**config.mk**
```make
export PLATFORM = sky130hd
export DESIGN_NAME = tt_capture_7in
export DESIGN_NICKNAME = d
export VERILOG_FILES = /design/src/rtl/tt_capture_7in.sv
export SDC_FILE = /design/constraint.sdc
export NUM_CORES = 1
export LEC_CHECK = 0
export BUFFER_PORTS_ARGS = -buffer_cell sky130_fd_sc_hd__buf_4
export CAP_MARGIN = 20
export CORE_MARGIN = 5
export CORE_UTILIZATION = 26
export CTS_BUF_LIST = sky130_fd_sc_hd__clkbuf_4 sky130_fd_sc_hd__clkbuf_8
export CTS_CLUSTER_DIAMETER = 100
export DETAILED_ROUTE_END_ITERATION = 8
export GPL_TIMING_DRIVEN = 1
export SETUP_SLACK_MARGIN = 0.05
export SLEW_MARGIN = 40
export SYNTH_ARGS = -nofsm -noshare
export SYNTH_HDL_FRONTEND = slang
export SYNTH_SLANG_ARGS = --single-unit
```
**constraint.sdc**
```tcl
create_clock -name clk_i -period 3.6 [get_ports clk_i]
set_input_delay 0.54 -clock clk_i [delete_from_list [all_inputs] [get_ports clk_i]]
set_output_delay 0.54 -clock clk_i [all_outputs]
set_load 0.01 [all_outputs]
```
**src/rtl/tt_capture_7in.sv**
```systemverilog
// ---------------------------------------------------------------------------
// tt_capture_7in
//   Sequential truth-table extractor. Walks the input vector x through
//   0 .. 2**NUM_INPUTS-1, holds each vector for SETTLE_CYCLES+1 cycles and
//   samples the attached function's output f_in on the last edge of the
//   hold window. The sampled bits are gathered in a shadow register and
//   published as truth_table_o / ones_count_o in a single FINISH cycle.
//
// Ports
//   clk_i          rising-edge clock
//   rst_i          synchronous active-high reset
//   start_i        capture request, honoured only in IDLE
//   abort_i        cancel a capture in progress (HOLD only)
//   x_o            vector driven to the function under test (x_o[0] = LSB)
//   f_in_i         function output for the current x_o
//   busy_o         capture in progress
//   done_o         one-cycle pulse marking a completed capture
//   tt_valid_o     truth_table_o / ones_count_o hold a complete result
//   truth_table_o  truth_table_o[i] = f(x = i)
//   ones_count_o   number of 1 bits in truth_table_o
// ---------------------------------------------------------------------------
module tt_capture_7in #(
    parameter int NUM_INPUTS    = 7,
    parameter int SETTLE_CYCLES = 1,
    parameter int CNT_W         = 8
) (
    input  logic                       clk_i,
    input  logic                       rst_i,
    input  logic                       start_i,
    input  logic                       abort_i,
    output logic [NUM_INPUTS-1:0]      x_o,
    input  logic                       f_in_i,
    output logic                       busy_o,
    output logic                       done_o,
    output logic                       tt_valid_o,
    output logic [2**NUM_INPUTS-1:0]   truth_table_o,
    output logic [CNT_W-1:0]           ones_count_o
);

    localparam int TT_W = 2**NUM_INPUTS;

    localparam logic [1:0] ST_IDLE   = 2'd0;
    localparam logic [1:0] ST_HOLD   = 2'd1;
    localparam logic [1:0] ST_FINISH = 2'd2;

    localparam logic [3:0]            SETTLE_LAST = 4'(SETTLE_CYCLES);
    localparam logic [NUM_INPUTS-1:0] X_LAST      = {NUM_INPUTS{1'b1}};

    logic [1:0]            state_q,    state_d;
    logic [NUM_INPUTS-1:0] x_q,        x_d;
    logic [3:0]            settle_q,   settle_d;
    logic [TT_W-1:0]       shadow_q,   shadow_d;
    logic [CNT_W-1:0]      run_cnt_q,  run_cnt_d;
    logic                  busy_q,     busy_d;
    logic                  done_q,     done_d;
    logic                  tt_valid_q, tt_valid_d;
    logic [TT_W-1:0]       tt_q,       tt_d;
    logic [CNT_W-1:0]      ones_q,     ones_d;

    logic                  sample_s;
    logic [TT_W-1:0]       shadow_wr_s;
    logic [CNT_W-1:0]      cnt_inc_s;

    // Sampling-edge helpers: shadow with the current bit merged in, and the
    // running count including the current sample. The shadow is cleared at
    // start, so OR-ing the new bit in is sufficient.
    always_comb begin
        sample_s    = (state_q == ST_HOLD) && (settle_q == SETTLE_LAST);
        shadow_wr_s = shadow_q | ({{(TT_W-1){1'b0}}, f_in_i} << x_q);
        cnt_inc_s   = run_cnt_q + {{(CNT_W-1){1'b0}}, f_in_i};
    end

    // Next-state logic for the IDLE / HOLD / FINISH capture sequence.
    always_comb begin
        state_d    = state_q;
        x_d        = x_q;
        settle_d   = settle_q;
        shadow_d   = shadow_q;
        run_cnt_d  = run_cnt_q;
        busy_d     = busy_q;
        done_d     = 1'b0;
        tt_valid_d = tt_valid_q;
        tt_d       = tt_q;
        ones_d     = ones_q;

        case (state_q)
            ST_IDLE: begin
                // abort has no effect here, so start always wins
                if (start_i) begin
                    state_d    = ST_HOLD;
                    x_d        = {NUM_INPUTS{1'b0}};
                    settle_d   = 4'd0;
                    shadow_d   = {TT_W{1'b0}};
                    run_cnt_d  = {CNT_W{1'b0}};
                    busy_d     = 1'b1;
                    tt_valid_d = 1'b0;
                end else begin
                    state_d = ST_IDLE;
                end
            end

            ST_HOLD: begin
                if (abort_i) begin
                    // published result is left untouched; tt_valid stays 0
                    state_d  = ST_IDLE;
                    x_d      = {NUM_INPUTS{1'b0}};
                    settle_d = 4'd0;
                    busy_d   = 1'b0;
                end else if (sample_s) begin
                    shadow_d  = shadow_wr_s;
                    run_cnt_d = cnt_inc_s;
                    settle_d  = 4'd0;
                    if (x_q == X_LAST) begin
                        // Result is registered on this edge so that the
                        // FINISH cycle already shows it together with done.
                        state_d    = ST_FINISH;
                        tt_d       = shadow_wr_s;
                        ones_d     = cnt_inc_s;
                        tt_valid_d = 1'b1;
                        done_d     = 1'b1;
                        busy_d     = 1'b0;
                        x_d        = {NUM_INPUTS{1'b0}};
                    end else begin
                        x_d = x_q + {{(NUM_INPUTS-1){1'b0}}, 1'b1};
                    end
                end else begin
                    settle_d = settle_q + 4'd1;
                end
            end

            ST_FINISH: begin
                // start is deliberately ignored in this cycle
                state_d = ST_IDLE;
            end

            default: begin
                state_d  = ST_IDLE;
                x_d      = {NUM_INPUTS{1'b0}};
                settle_d = 4'd0;
                busy_d   = 1'b0;
            end
        endcase
    end

    // State and output registers with synchronous reset.
    always_ff @(posedge clk_i) begin
        if (rst_i) begin
            state_q    <= ST_IDLE;
            x_q        <= {NUM_INPUTS{1'b0}};
            settle_q   <= 4'd0;
            shadow_q   <= {TT_W{1'b0}};
            run_cnt_q  <= {CNT_W{1'b0}};
            busy_q     <= 1'b0;
            done_q     <= 1'b0;
            tt_valid_q <= 1'b0;
            tt_q       <= {TT_W{1'b0}};
            ones_q     <= {CNT_W{1'b0}};
        end else begin
            state_q    <= state_d;
            x_q        <= x_d;
            settle_q   <= settle_d;
            shadow_q   <= shadow_d;
            run_cnt_q  <= run_cnt_d;
            busy_q     <= busy_d;
            done_q     <= done_d;
            tt_valid_q <= tt_valid_d;
            tt_q       <= tt_d;
            ones_q     <= ones_d;
        end
    end

    assign x_o           = x_q;
    assign busy_o        = busy_q;
    assign done_o        = done_q;
    assign tt_valid_o    = tt_valid_q;
    assign truth_table_o = tt_q;
    assign ones_count_o  = ones_q;

endmodule

```
; After elaboration in Yosys (flattened, before gate mapping)
; Index checks and enable logic that the tools add are counted.
[word_totals]
in_bits = 5
out_inout_bits = 146
regBits = 288
[op_classes]
n_eq_ne = 10
reduce_logical = 11
bitwise = 5
shift = 1
n_addsub = 3
n_mux = 33
[op_table]
columns = op, n
row1 = 128-bit 2-to-1 mux, 3
row2 = 128-bit one-hot mux with 2 select lines, 1
row3 = 128-bit OR, 1
row4 = 1-bit by 7-bit left shift with 128-bit output, 1
row5 = 7-bit 2-to-1 mux, 4
row6 = 8-bit 2-to-1 mux, 3
row7 = 7-bit one-hot mux with 3 select lines, 1
row8 = 8-bit one-hot mux with 2 select lines, 1
row9 = 4-bit 2-to-1 mux, 3
row10 = 4-bit one-hot mux with 3 select lines, 1
row11 = 4-bit AND reduction, 3
row12 = 1-bit 2-to-1 mux, 10
row13 = 8-bit by 1-bit adder with 8-bit output, 1
row14 = "7-bit by 1-bit adder with 7-bit output, second input constant", 1
row15 = "7-bit equality test, second input constant", 1
row16 = 2-bit 2-to-1 mux, 3
row17 = "2-bit != test, second input constant", 3
row18 = 5-bit AND reduction, 1
row19 = "4-bit by 1-bit adder with 4-bit output, second input constant", 1
row20 = "4-bit by 1-bit equality test with 1-bit output, second input constant", 1
row21 = 1-bit inverter, 4
row22 = 2-bit one-hot mux with 2 select lines, 1
row23 = 2-bit AND reduction, 2
row24 = 4-bit OR reduction, 1
row25 = 11 further kinds, 11

; Depth between registers and ports, before layout
; Gate-level depths: netlist (run 1).
[depth]
word_depth = 5
mapped_depth = 10

; Least setup slack after synthesis (run 1)
; No wires, ideal clock.
[synth_timing]
path_type = input port to flip-flop
from = input port abort_i
to = register tt_q[113] (netlist: truth_table_o[113])
t_required_ps = 3468
arrival_time_ps = 2084
path_slack_ps = 1384
cell_stages = 8
setup_time_ps = 132
cell_sequence = or3b_1 -> buf_2 -> or4_4 -> buf_6 -> buf_6 -> buf_6 -> nor2_1 -> nor3_1
[synth_via]
elab_chain_len = 2
[synth_rtl]
columns = item, line
row1 = start: declaration, 30  ; input logic abort_i,
row2 = 1-bit inverter (no source line), n/a
row3 = 4-bit AND reduction (no source line), n/a
row4 = end signal: assignment, 156  ; tt_q <= {TT_W{1'b0}};
row5 = end signal: assignment, 167  ; tt_q <= tt_d;
row6 = end: declaration, 57  ; logic [TT_W-1:0] tt_q, tt_d;
; Every way passes these cells.
; A chain may end at the register's enable or synchronous reset.

; Worst setup path in the final report (run 1)
[layout_timing]
from = register x_q[0] (netlist: x_o[0])
to = register tt_q[47] (netlist: truth_table_o[47])
[layout_via]
elab_chain_len = 2
elab_cells_between_ends = 4
cone_classes = eq/ne (1) / shift (1) / bitwise (1) / reduce/logical (1)
[layout_rtl]
columns = item, line
row1 = start: declaration, 50  ; logic [NUM_INPUTS-1:0] x_q, x_d;
row2 = start signal: assignment, 149  ; x_q <= {NUM_INPUTS{1'b0}};
row3 = 7-bit equality test or 1-bit by 7-bit left shift with 128-bit output (tied branches), "113, 69"
row4 = 4-bit AND reduction (no source line) or 128-bit OR (tied branches), n/a
; Several ways; a longest one is shown, not always the timed one.

==> flow_metrics.py, run 1 <==
metrics = {
    "min_path": {
        "min_path_cells": 2,
        "min_path_type": "primary input to register",
        "min_from": "rst_i",
    },
    "power": {
        "p_switching_w": 0.00149,
        "irDropWorstVdd_uv": 239,
        "p_total_w": 0.00665,
        "clock_power_share_pct": 49.2,
        "power.density_nw_per_um2": 494,
        "power_frac_comb_pct": 2.6,
        "sw_frac_of_total_pct": 22.4,
        "p_int_w": 0.00516,
        "power_frac_seq_pct": 48.2,
        "p_leak_nw": 5.17,
    },
    "setup_path": {
        "worstReg2RegStart": "x_o[0]$_SDFFE_PP0P_",
        "path_cells": "ha_1 -> nand4_1 -> or4_4 -> buf_12 -> nand2_1 -> a21oi_1",
        "endpoint_kind": "register",
        "slowest_delay_ns": 0.81,
        "cp.arrival_ns": 3.32,
        "crit_type": "register to register",
        "required_ns": 4.04,
        "crit_fanout": 84,
        "worstRegToRegCells": 6,
        "slowest_stage": "or4_4",
        "worstSetupStartpoint": "x_o[0]$_SDFFE_PP0P_",
        "start_kind": "register",
    },
    "grt": {
        "grt_pass1_wl_mm": 50.3,
        "grt_start_max_net_pins": 135,
        "grtUsageTotal_pct": 13.9,
        "grt_pass1_vias": 8677,
        "grt_overflow": 0,
        "antenna_found_initial": 0,
    },
    "timing": {
        "whs_ns": 0.286,
        "rsz0062_at_grt": "no",
        "finalSetupViolCount": 0,
        "slew_headroom_pct": 45.2,
        "min_period_ns": 2.87,
        "skew_ns": 0.0208,
        "slew_viol_final": 0,
        "fin_crit_sh_pct": 79.8,
        "worst_pin_slew_ns": 0.816,
        "timing.fmax_ghz": 0.348,
        "tns_ns": 0,
        "hold_viol": 0,
    },
    "clocking": {
        "cts_tree": "built",
        "clock_latency_ns": 0.58,
        "postCtsSetupBuffers": 0,
        "clock_sinks": 288,
        "clock_path_buffers": 3,
        "cts_made_buffers": 48,
        "clock-root-buffer": "clkbuf_8",
        "ctsHoldBuffers": 0,
        "cts.clk_slew.worst_paths_ns": 0.06,
        "cts-resized-gates": 0,
        "htreeDepth": 2,
    },
    "route": {
        "drt_wl_total_mm": 32.5,
        "ant_nets": 0,
        "firstDrtPassIters": 5,
        "avgRoutedWirePerCell_um": 16.9,
        "drt-initial-drc-count": 787,
        "drc_errors": 0,
        "via_count": 9149,
        "viasPerCell": 4.77,
    },
    "place": {
        "dp_hpwl_mm": 21.5,
        "port_buffers": 150,
        "postPlaceCellArea_um2": 12300,
        "place.gp.congestion": 0.818,
    },
    "synthesis": {
        "synth_area_um2": 10600,
        "ys_seq_elements": 288,
        "syn-num-nets": 1229,
        "yosys_warnings": 0,
        "synth_edf_count": 0,
        "seq_area_frac_synth_pct": 54.2,
        "syn_avg_cell_area_um2": 8.73,
        "synth_cells": 1219,
        "synth_flop_cell": "dfxtp_1",
        "synth.distinct_cells": 47,
        "async_reset_ff_share_pct": 0,
    },
    "finish": {
        "drive_gt1_share_pct": 21.5,
        "nFillCells": 4250,
        "stdcell_area_um2": 13500,
        "insertedDiodeCount": 0,
        "multiInputGateArea_um2": 4420,
        "regArea_um2": 5770,
        "area_growth_pct": 26.5,
        "nets": 1356,
    },
    "floorplanning": {
        "initial_core_util_pct": 26.2,
        "dieArea_um2": 45100,
        "ios": 151,
        "fp-row-count": 74,
        "die_x_um": 212,
        "die_h_um": 212,
        "core_um2": 40600,
    },
    "job": {
        "drv_cap": 0,
    },
    "status": {
        "status": "finished clean",
    },
}
per-layer routing:
layer | track usage (%) | share of wire, %
met1 | 20.3 | 49
met2 | 20.9 | 43
met3 | 3.05 | 5.9
met4 | 3.77 | 2.1
met5 | 0 | 0
sequential cells by signal, summed over array words and instances, names as in the netlist:
signal,cells
x_o,7
busy_o,1
truth_table_o,128
shadow_q,128
settle_q,4
done_o,1
ones_count_o,8
tt_valid_o,1
run_cnt_q,8
state_q,2
placed cells by master (no fill, tap or decap), types with 15 or more instances in the layout:
| cell | n |
|---|---|
| a22oi_1 | 128 |
| buf_4 | 179 |
| a21oi_1 | 33 |
| nand2_1 | 45 |
| nor3_1 | 117 |
| clkbuf_8 | 65 |
| dfxtp_1 | 288 |
| a211oi_1 | 35 |
| nor2_1 | 346 |
| clkbuf_4 | 15 |
power by group through the flow:
stage	clock network, W	logic, W	registers [W]
4_1_cts	0.00338	0.000171	0.00320
3_5_place_dp	0	0.000170	0.00327
3_3_place_gp	0	0.000169	0.00327
2_1_floorplan	0	0.000119	0.00327
6_report	0.00327	0.000175	0.00320
5_1_grt	0.00351	0.000190	0.00320
synthesized netlist by cell type (2+ instances only):
cell type | count | area, um^2
nor2_1 | 346 | 1300
dfxtp_1 | 288 | 5770
a22oi_1 | 128 | 961
nor3_1 | 120 | 601
clkbuf_1 | 81 | 304
nand2_1 | 45 | 169
a211oi_1 | 35 | 263
a21oi_1 | 33 | 165
buf_2 | 12 | 60.1
buf_6 | 11 | 124
and3_1 | 10 | 62.6
nand3_1 | 10 | 50.1
nor4_1 | 8 | 50.1
o21ai_0 | 8 | 40.0
nand2b_1 | 7 | 43.8
xor2_1 | 7 | 61.3
and4b_1 | 5 | 50.1
ha_1 | 5 | 62.6
a211oi_2 | 4 | 50.1
buf_1 | 4 | 15.0
nor4b_2 | 4 | 60.1
nor4bb_1 | 4 | 40.0
or3_1 | 4 | 25.0
xnor2_1 | 4 | 35.0
inv_1 | 3 | 11.3
o31ai_1 | 3 | 22.5
and3b_1 | 2 | 17.5
nand3b_1 | 2 | 15.0
nand4_1 | 2 | 12.5
nand4b_1 | 2 | 17.5
nor2b_1 | 2 | 12.5
nor3b_1 | 2 | 15.0
or2_2 | 2 | 12.5
or3b_1 | 2 | 17.5
or4_1 | 2 | 15.0
worst paths after layout:
kind / to / slack (ns)
worst max register to register: truth_table_o[47]$_SDFFE_PP0P_ / 0.73
worst max-delay path: truth_table_o[47]$_SDFFE_PP0P_ / 0.73
worst min register to register: truth_table_o[109]$_SDFFE_PP0P_ / 0.46
worst min-delay path: shadow_q[112]$_SDFFE_PP0P_ / 0.29
area by class of cell:
class	instances	share of cell area [%]
sequential	288	42.8
multi-input combinational	820	32.8
timing repair buffer	185	10.9
clock buffer	80	7.48
tap	532	4.94
clock inverter	10	0.957
inverter	3	0.0836
kinds of logic after synthesis:
group           share of synthesized area (%)
compound gates                           14.6
xor+xnor                                0.905
fa+ha+maj                               0.588
buf+inv                                  4.83
flops                                    54.2
simple gates                             24.9
worst max-delay path, delay by kind of cell (launching register included):
kind | cells | cell delay (ns)
buffers and inverters | 1 | 0.31
AOI/OAI and AO/OA | 1 | 0.07
adders and majority gates | 1 | 0.30
and+or+nand+nor | 3 | 1.22
DFF | 1 | 0.73
through the flow:
step / utilization, % / cells / setup WS [ns]
3_5_place_dp: 30.2 / 1827 / 0.812
6_report: 33.1 / 1918 / 0.726
5_1_grt: 33.1 / 1918 / 0.576
2_1_floorplan: - / 1219 / 1.38
4_1_cts: 33.0 / 1917 / 0.804
3_3_place_gp: 30.2 / 1827 / 0.909
Power figures use the tool's default switching activity.
==> run 2, diff against run 1 <==
- clock period: 3.6 -> 2.7 ns (I/O delays scaled with it)
==> flow_metrics.py, run 2 (synthesis gave the netlist of run 1 again) <==
metrics = {
    "timing": {
        "fin_crit_sh_pct": 90.8,
        "skew_ns": 0.0305,
        "slew_headroom_pct": 43.3,
        "min_period_ns": 2.45,
        "tns_ns": 0,
        "slew_viol_final": 0,
        "timing.fmax_ghz": 0.408,
        "worst_pin_slew_ns": 0.850,
        "hold_viol": 0,
        "setup_slack_ns": 0.250,
        "finalSetupViolCount": 0,
        "rsz0062_at_grt": "no",
    },
    "clocking": {
        "clock_sinks": 288,
        "htreeDepth": 2,
        "postCtsSetupBuffers": 0,
        "clock-root-buffer": "clkbuf_8",
        "clock_latency_ns": 0.58,
        "cts_made_buffers": 49,
        "clock_path_buffers": 3,
        "ctsHoldBuffers": 0,
        "cts-resized-gates": 0,
        "cts.clk_slew.worst_paths_ns": 0.06,
        "cts_tree": "built",
    },
    "power": {
        "power.density_nw_per_um2": 629,
        "p_leak_nw": 5.18,
        "irDropWorstVdd_uv": 302,
        "p_total_w": 0.00845,
    },
    "setup_path": {
        "crit_type": "register to register",
        "cp.arrival_ns": 2.93,
        "endpoint_kind": "register",
        "cp_num_buf_inv": 2,
        "slowest_delay_ns": 0.41,
        "slowest_stage": "dfxtp_1",
        "path_cells": "ha_1 -> or3b_1 -> buf_4 -> nor4_4 -> buf_12 -> nor2_1 -> nor3_1",
        "crit_fanout": 108,
        "start_kind": "register",
        "required_ns": 3.18,
        "crit_family": "simple AND/OR/NAND/NOR gates",
    },
    "finish": {
        "final_common_cell": "nor2_1",
        "layout_common_cells": "nor2_1 (346), dfxtp_1 (288), buf_4 (195), a22oi_1 (128), nor3_1 (120)",
        "insertedDiodeCount": 0,
        "multiInputGateArea_um2": 4400,
        "area_growth_pct": 26.2,
        "nFillCells": 4246,
        "nets": 1374,
        "drive_gt1_share_pct": 21.7,
        "regArea_um2": 5770,
    },
    "route": {
        "avgRoutedWirePerCell_um": 17.1,
        "via_count": 9276,
        "firstDrtPassIters": 5,
        "drc_errors": 0,
        "ant_nets": 0,
        "drt_wl_total_mm": 33.0,
        "viasPerCell": 4.82,
        "drt-initial-drc-count": 702,
    },
    "min_path": {
        "min_path_type": "primary input to register",
    },
    "place": {
        "port_buffers": 150,
        "place.gp.congestion": 0.800,
        "dp_slack_ns": 0.272,
        "dp_hpwl_mm": 21.5,
    },
    "grt": {
        "grtUsageTotal_pct": 14.0,
        "grt_overflow": 0,
        "grt_pass1_wl_mm": 50.6,
        "grt_start_max_net_pins": 131,
        "grt_pass1_vias": 8849,
        "antenna_found_initial": 0,
    },
    "floorplanning": {
        "ios": 151,
        "initial_core_util_pct": 26.2,
        "die_h_um": 212,
        "fp-row-count": 74,
        "dieArea_um2": 45100,
        "die_x_um": 212,
        "core_um2": 40600,
    },
    "status": {
        "status": "finished clean",
    },
    "job": {
        "drv_cap": 0,
    },
}
## run 2: cell type report
| type | count | share of cell area [%] |
|---|---|---|
| clock inverter | 9 | 0.615 |
| inverter | 3 | 0.0839 |
| timing repair buffer | 202 | 11.9 |
| multi-input combinational | 820 | 32.8 |
| clock buffer | 72 | 6.73 |
| sequential | 288 | 42.9 |
| tap | 532 | 4.96 |
## run 2: final timing paths
path	endpoint	slack, ns	cells past startpoint	from
max reg2reg	truth_table_o[108]$_SDFFE_PP0P_	0.25	7	settle_q[0]$_SDFFE_PP0P_
min	busy_o$_SDFFE_PP0P_	0.28	4	start_i
max	truth_table_o[108]$_SDFFE_PP0P_	0.25	7	settle_q[0]$_SDFFE_PP0P_
min reg2reg	run_cnt_q[0]$_SDFFE_PP0P_	0.46	2	run_cnt_q[0]$_SDFFE_PP0P_
## run 2: power by group
part	switching, W	internal, W
logic	0.000191	0.0000585
registers	0.00000479	0.00426
clock network	0.00171	0.00223
total	0.00191	0.00655
## run 2: metal layers
| metal | global-route usage [%] | vias to the layer above | part of all wire [%] |
|---|---|---|---|
| met2 | 21.0 | 281 | 44 |
| li1 | - | 4520 | - |
| met3 | 3.08 | 40 | 6.4 |
| met5 | 0 | - | 0 |
| met4 | 3.80 | 0 | 1.8 |
| met1 | 20.5 | 4435 | 48 |
## run 2: worst register-to-register path, stage by stage, from the launching register on
cell and delay, ns:
dfxtp_1 0.41, ha_1 0.18, or3b_1 0.37, buf_4 0.23, nor4_4 0.36, buf_12 0.36, nor2_1 0.27, nor3_1 0.19
## run 2: metrics by stage
stage                     area [um^2]  hold slack (ns)  std cells  utilization [%]
final                           13400            0.284       1926             33.0
after global routing            13400            0.303       1926             33.0
after CTS                       13400            0.225       1926             33.0
after detailed placement        12400            0.449       1845             30.6
after global placement          12400            0.442       1845             30.6
after floorplan                 10600            0.432       1219                -
==> run 3, diff against run 2 <==
- ABC_CLOCK_PERIOD_IN_PS: not set -> 2700
- BUFFER_PORTS_ARGS: -buffer_cell sky130_fd_sc_hd__buf_4 -> not set
- CTS_CLUSTER_SIZE: not set -> 28
- DONT_BUFFER_PORTS: not set -> 1
==> flow_metrics.py, run 3 (synthesis gave the netlist of run 1 again) <==
metrics = {
    "timing": {
        "slew_viol_final": 0,
        "rsz0062_at_grt": "yes",
        "min_period_ns": 2.61,
        "finalSetupViolCount": 0,
        "slew_headroom_pct": 37.3,
        "fin_crit_sh_pct": 96.5,
        "worst_pin_slew_ns": 0.938,
        "skew_ns": 0.0214,
        "hold_viol": 0,
        "whs_ns": 0.129,
        "timing.fmax_ghz": 0.384,
    },
    "grt": {
        "grt_overflow": 0,
        "grt_start_max_net_pins": 282,
        "antenna_found_initial": 0,
        "grt_pass1_vias": 8773,
        "grt_pass1_wl_mm": 50.6,
        "grtUsageTotal_pct": 13.9,
    },
    "finish": {
        "final_common_cell": "nor2_1",
        "area_growth_pct": 20.0,
        "fin_cells": 1829,
        "insertedDiodeCount": 0,
        "stdcell_area_um2": 12800,
        "nFillCells": 4239,
        "fin_util_pct": 31.4,
        "drive_gt1_share_pct": 7.79,
        "layout_common_cells": "nor2_1 (345), dfxtp_1 (286), a22oi_1 (128), nor3_1 (120), dlygate4sd3_1 (109)",
        "nets": 1304,
    },
    "place": {
        "port_buffers": 0,
        "dp_cells": 1698,
        "postPlaceCellArea_um2": 11300,
        "place.gp.congestion": 0.782,
        "dp_hpwl_mm": 21.5,
    },
    "clocking": {
        "clock-root-buffer": "clkbuf_8",
        "htreeDepth": 1,
        "cts_tree": "built",
        "clock_path_buffers": 3,
        "postCtsSetupBuffers": 0,
        "clock_sinks": 288,
        "cts.clk_slew.worst_paths_ns": 0.16,
        "cts_made_buffers": 14,
        "clock_latency_ns": 0.56,
    },
    "floorplanning": {
        "die_x_um": 212,
        "initial_core_util_pct": 26.2,
        "ios": 151,
        "fp-row-count": 74,
        "dieArea_um2": 45100,
        "die_h_um": 212,
        "core_um2": 40600,
    },
    "route": {
        "drt_wl_total_mm": 34.0,
        "via_count": 9047,
        "wl_met3_mm": 2.86,
        "viasPerCell": 4.95,
        "met1_length_mm": 15.0,
        "drt-initial-drc-count": 643,
        "firstDrtPassIters": 5,
        "wl_met2_mm": 15.5,
        "top_layer": "met4",
        "drc_errors": 0,
        "ant_nets": 0,
        "avgRoutedWirePerCell_um": 18.6,
    },
    "min_path": {
        "min_path_type": "primary input to register",
    },
    "setup_path": {
        "start_kind": "register",
        "cp.arrival_ns": 3.11,
        "crit_type": "register to register",
        "endpoint_kind": "register",
        "path_cells": "inv_1 -> ha_1 -> or3b_1 -> buf_6 -> nor4b_2 -> buf_4 -> a22oi_1 -> nor2_1 -> dlygate4sd3_1",
        "slowest_delay_ns": 0.57,
        "required_ns": 3.20,
        "slowest_stage": "dlygate4sd3_1",
        "crit_family": "buffers and inverters",
        "crit_fanout": 17,
        "cp_num_buf_inv": 4,
    },
    "power": {
        "irDropWorstVdd_uv": 262,
        "power.density_nw_per_um2": 499,
        "p_leak_nw": 4.77,
        "p_total_w": 0.00637,
    },
    "job": {
        "drv_cap": 0,
    },
    "status": {
        "status": "finished clean",
    },
}
-- run 3: cell types whose count changed in the layout (fill, tap and decap cells not counted), sizes merged --
| cell | previous run | this run |
|---|---|---|
| buf | 201 | 58 |
| bufinv | 1 | 0 |
| clkbuf | 73 | 16 |
| clkinv | 5 | 2 |
| clkinvlp | 1 | 0 |
| dlygate4sd3 | 0 | 109 |
| inv | 5 | 4 |
-- run 3: metal layers --
layer | vias to the layer above | global-route usage, %
met1 | 4415 | 19.0
met3 | 29 | 4.04
met4 | 0 | 2.69
li1 | 4355 | -
met2 | 248 | 22.2
met5 | - | 0
-- run 3: layout make-up --
class / count / area (um^2) / area share [%]
multi-input combinational: 820 / 4420 / 34.6
timing repair buffer: 167 / 1670 / 13.0
tap: 532 / 666 / 5.21
inverter: 3 / 11.3 / 0.0882
clock inverter: 3 / 25.0 / 0.196
sequential: 288 / 5770 / 45.2
clock buffer: 16 / 214 / 1.67
-- run 3: what timing repair did --
action | 4_1_cts | 5_1_grt
gates resized for setup | 0 | 9
hold buffers | 108 | 4
setup endpoints to repair | 0 | 50
hold endpoints to repair | 278 | 54
-- run 3: path summary, 6_finish.rpt --
path / end / slack, ns / cells past startpoint / start
setup / recovery: shadow_q[48]$_SDFFE_PP0P_ / 0.09 / 9 / settle_q[1]$_SDFFE_PP0P_
hold / removal: truth_table_o[29]$_SDFFE_PP0P_ / 0.13 / 2 / rst_i
setup reg to reg: shadow_q[48]$_SDFFE_PP0P_ / 0.09 / 9 / settle_q[1]$_SDFFE_PP0P_
hold reg to reg: truth_table_o[104]$_SDFFE_PP0P_ / 0.45 / 2 / shadow_q[104]$_SDFFE_PP0P_
-- run 3: per-stage QoR --
stage	worst slack, ns	setup TNS (ns)
floorplan	0.493	0
global placement	0.334	0
detailed placement	0.286	0
CTS	0.0703	0
global route	-0.0276	-0.0890
finish	0.0948	0
-- run 3: report_power, final --
group	switching, W	internal [W]
Combinational	0.000167	0.0000618
Clock	0.00133	0.000546
Sequential	0.00000578	0.00426
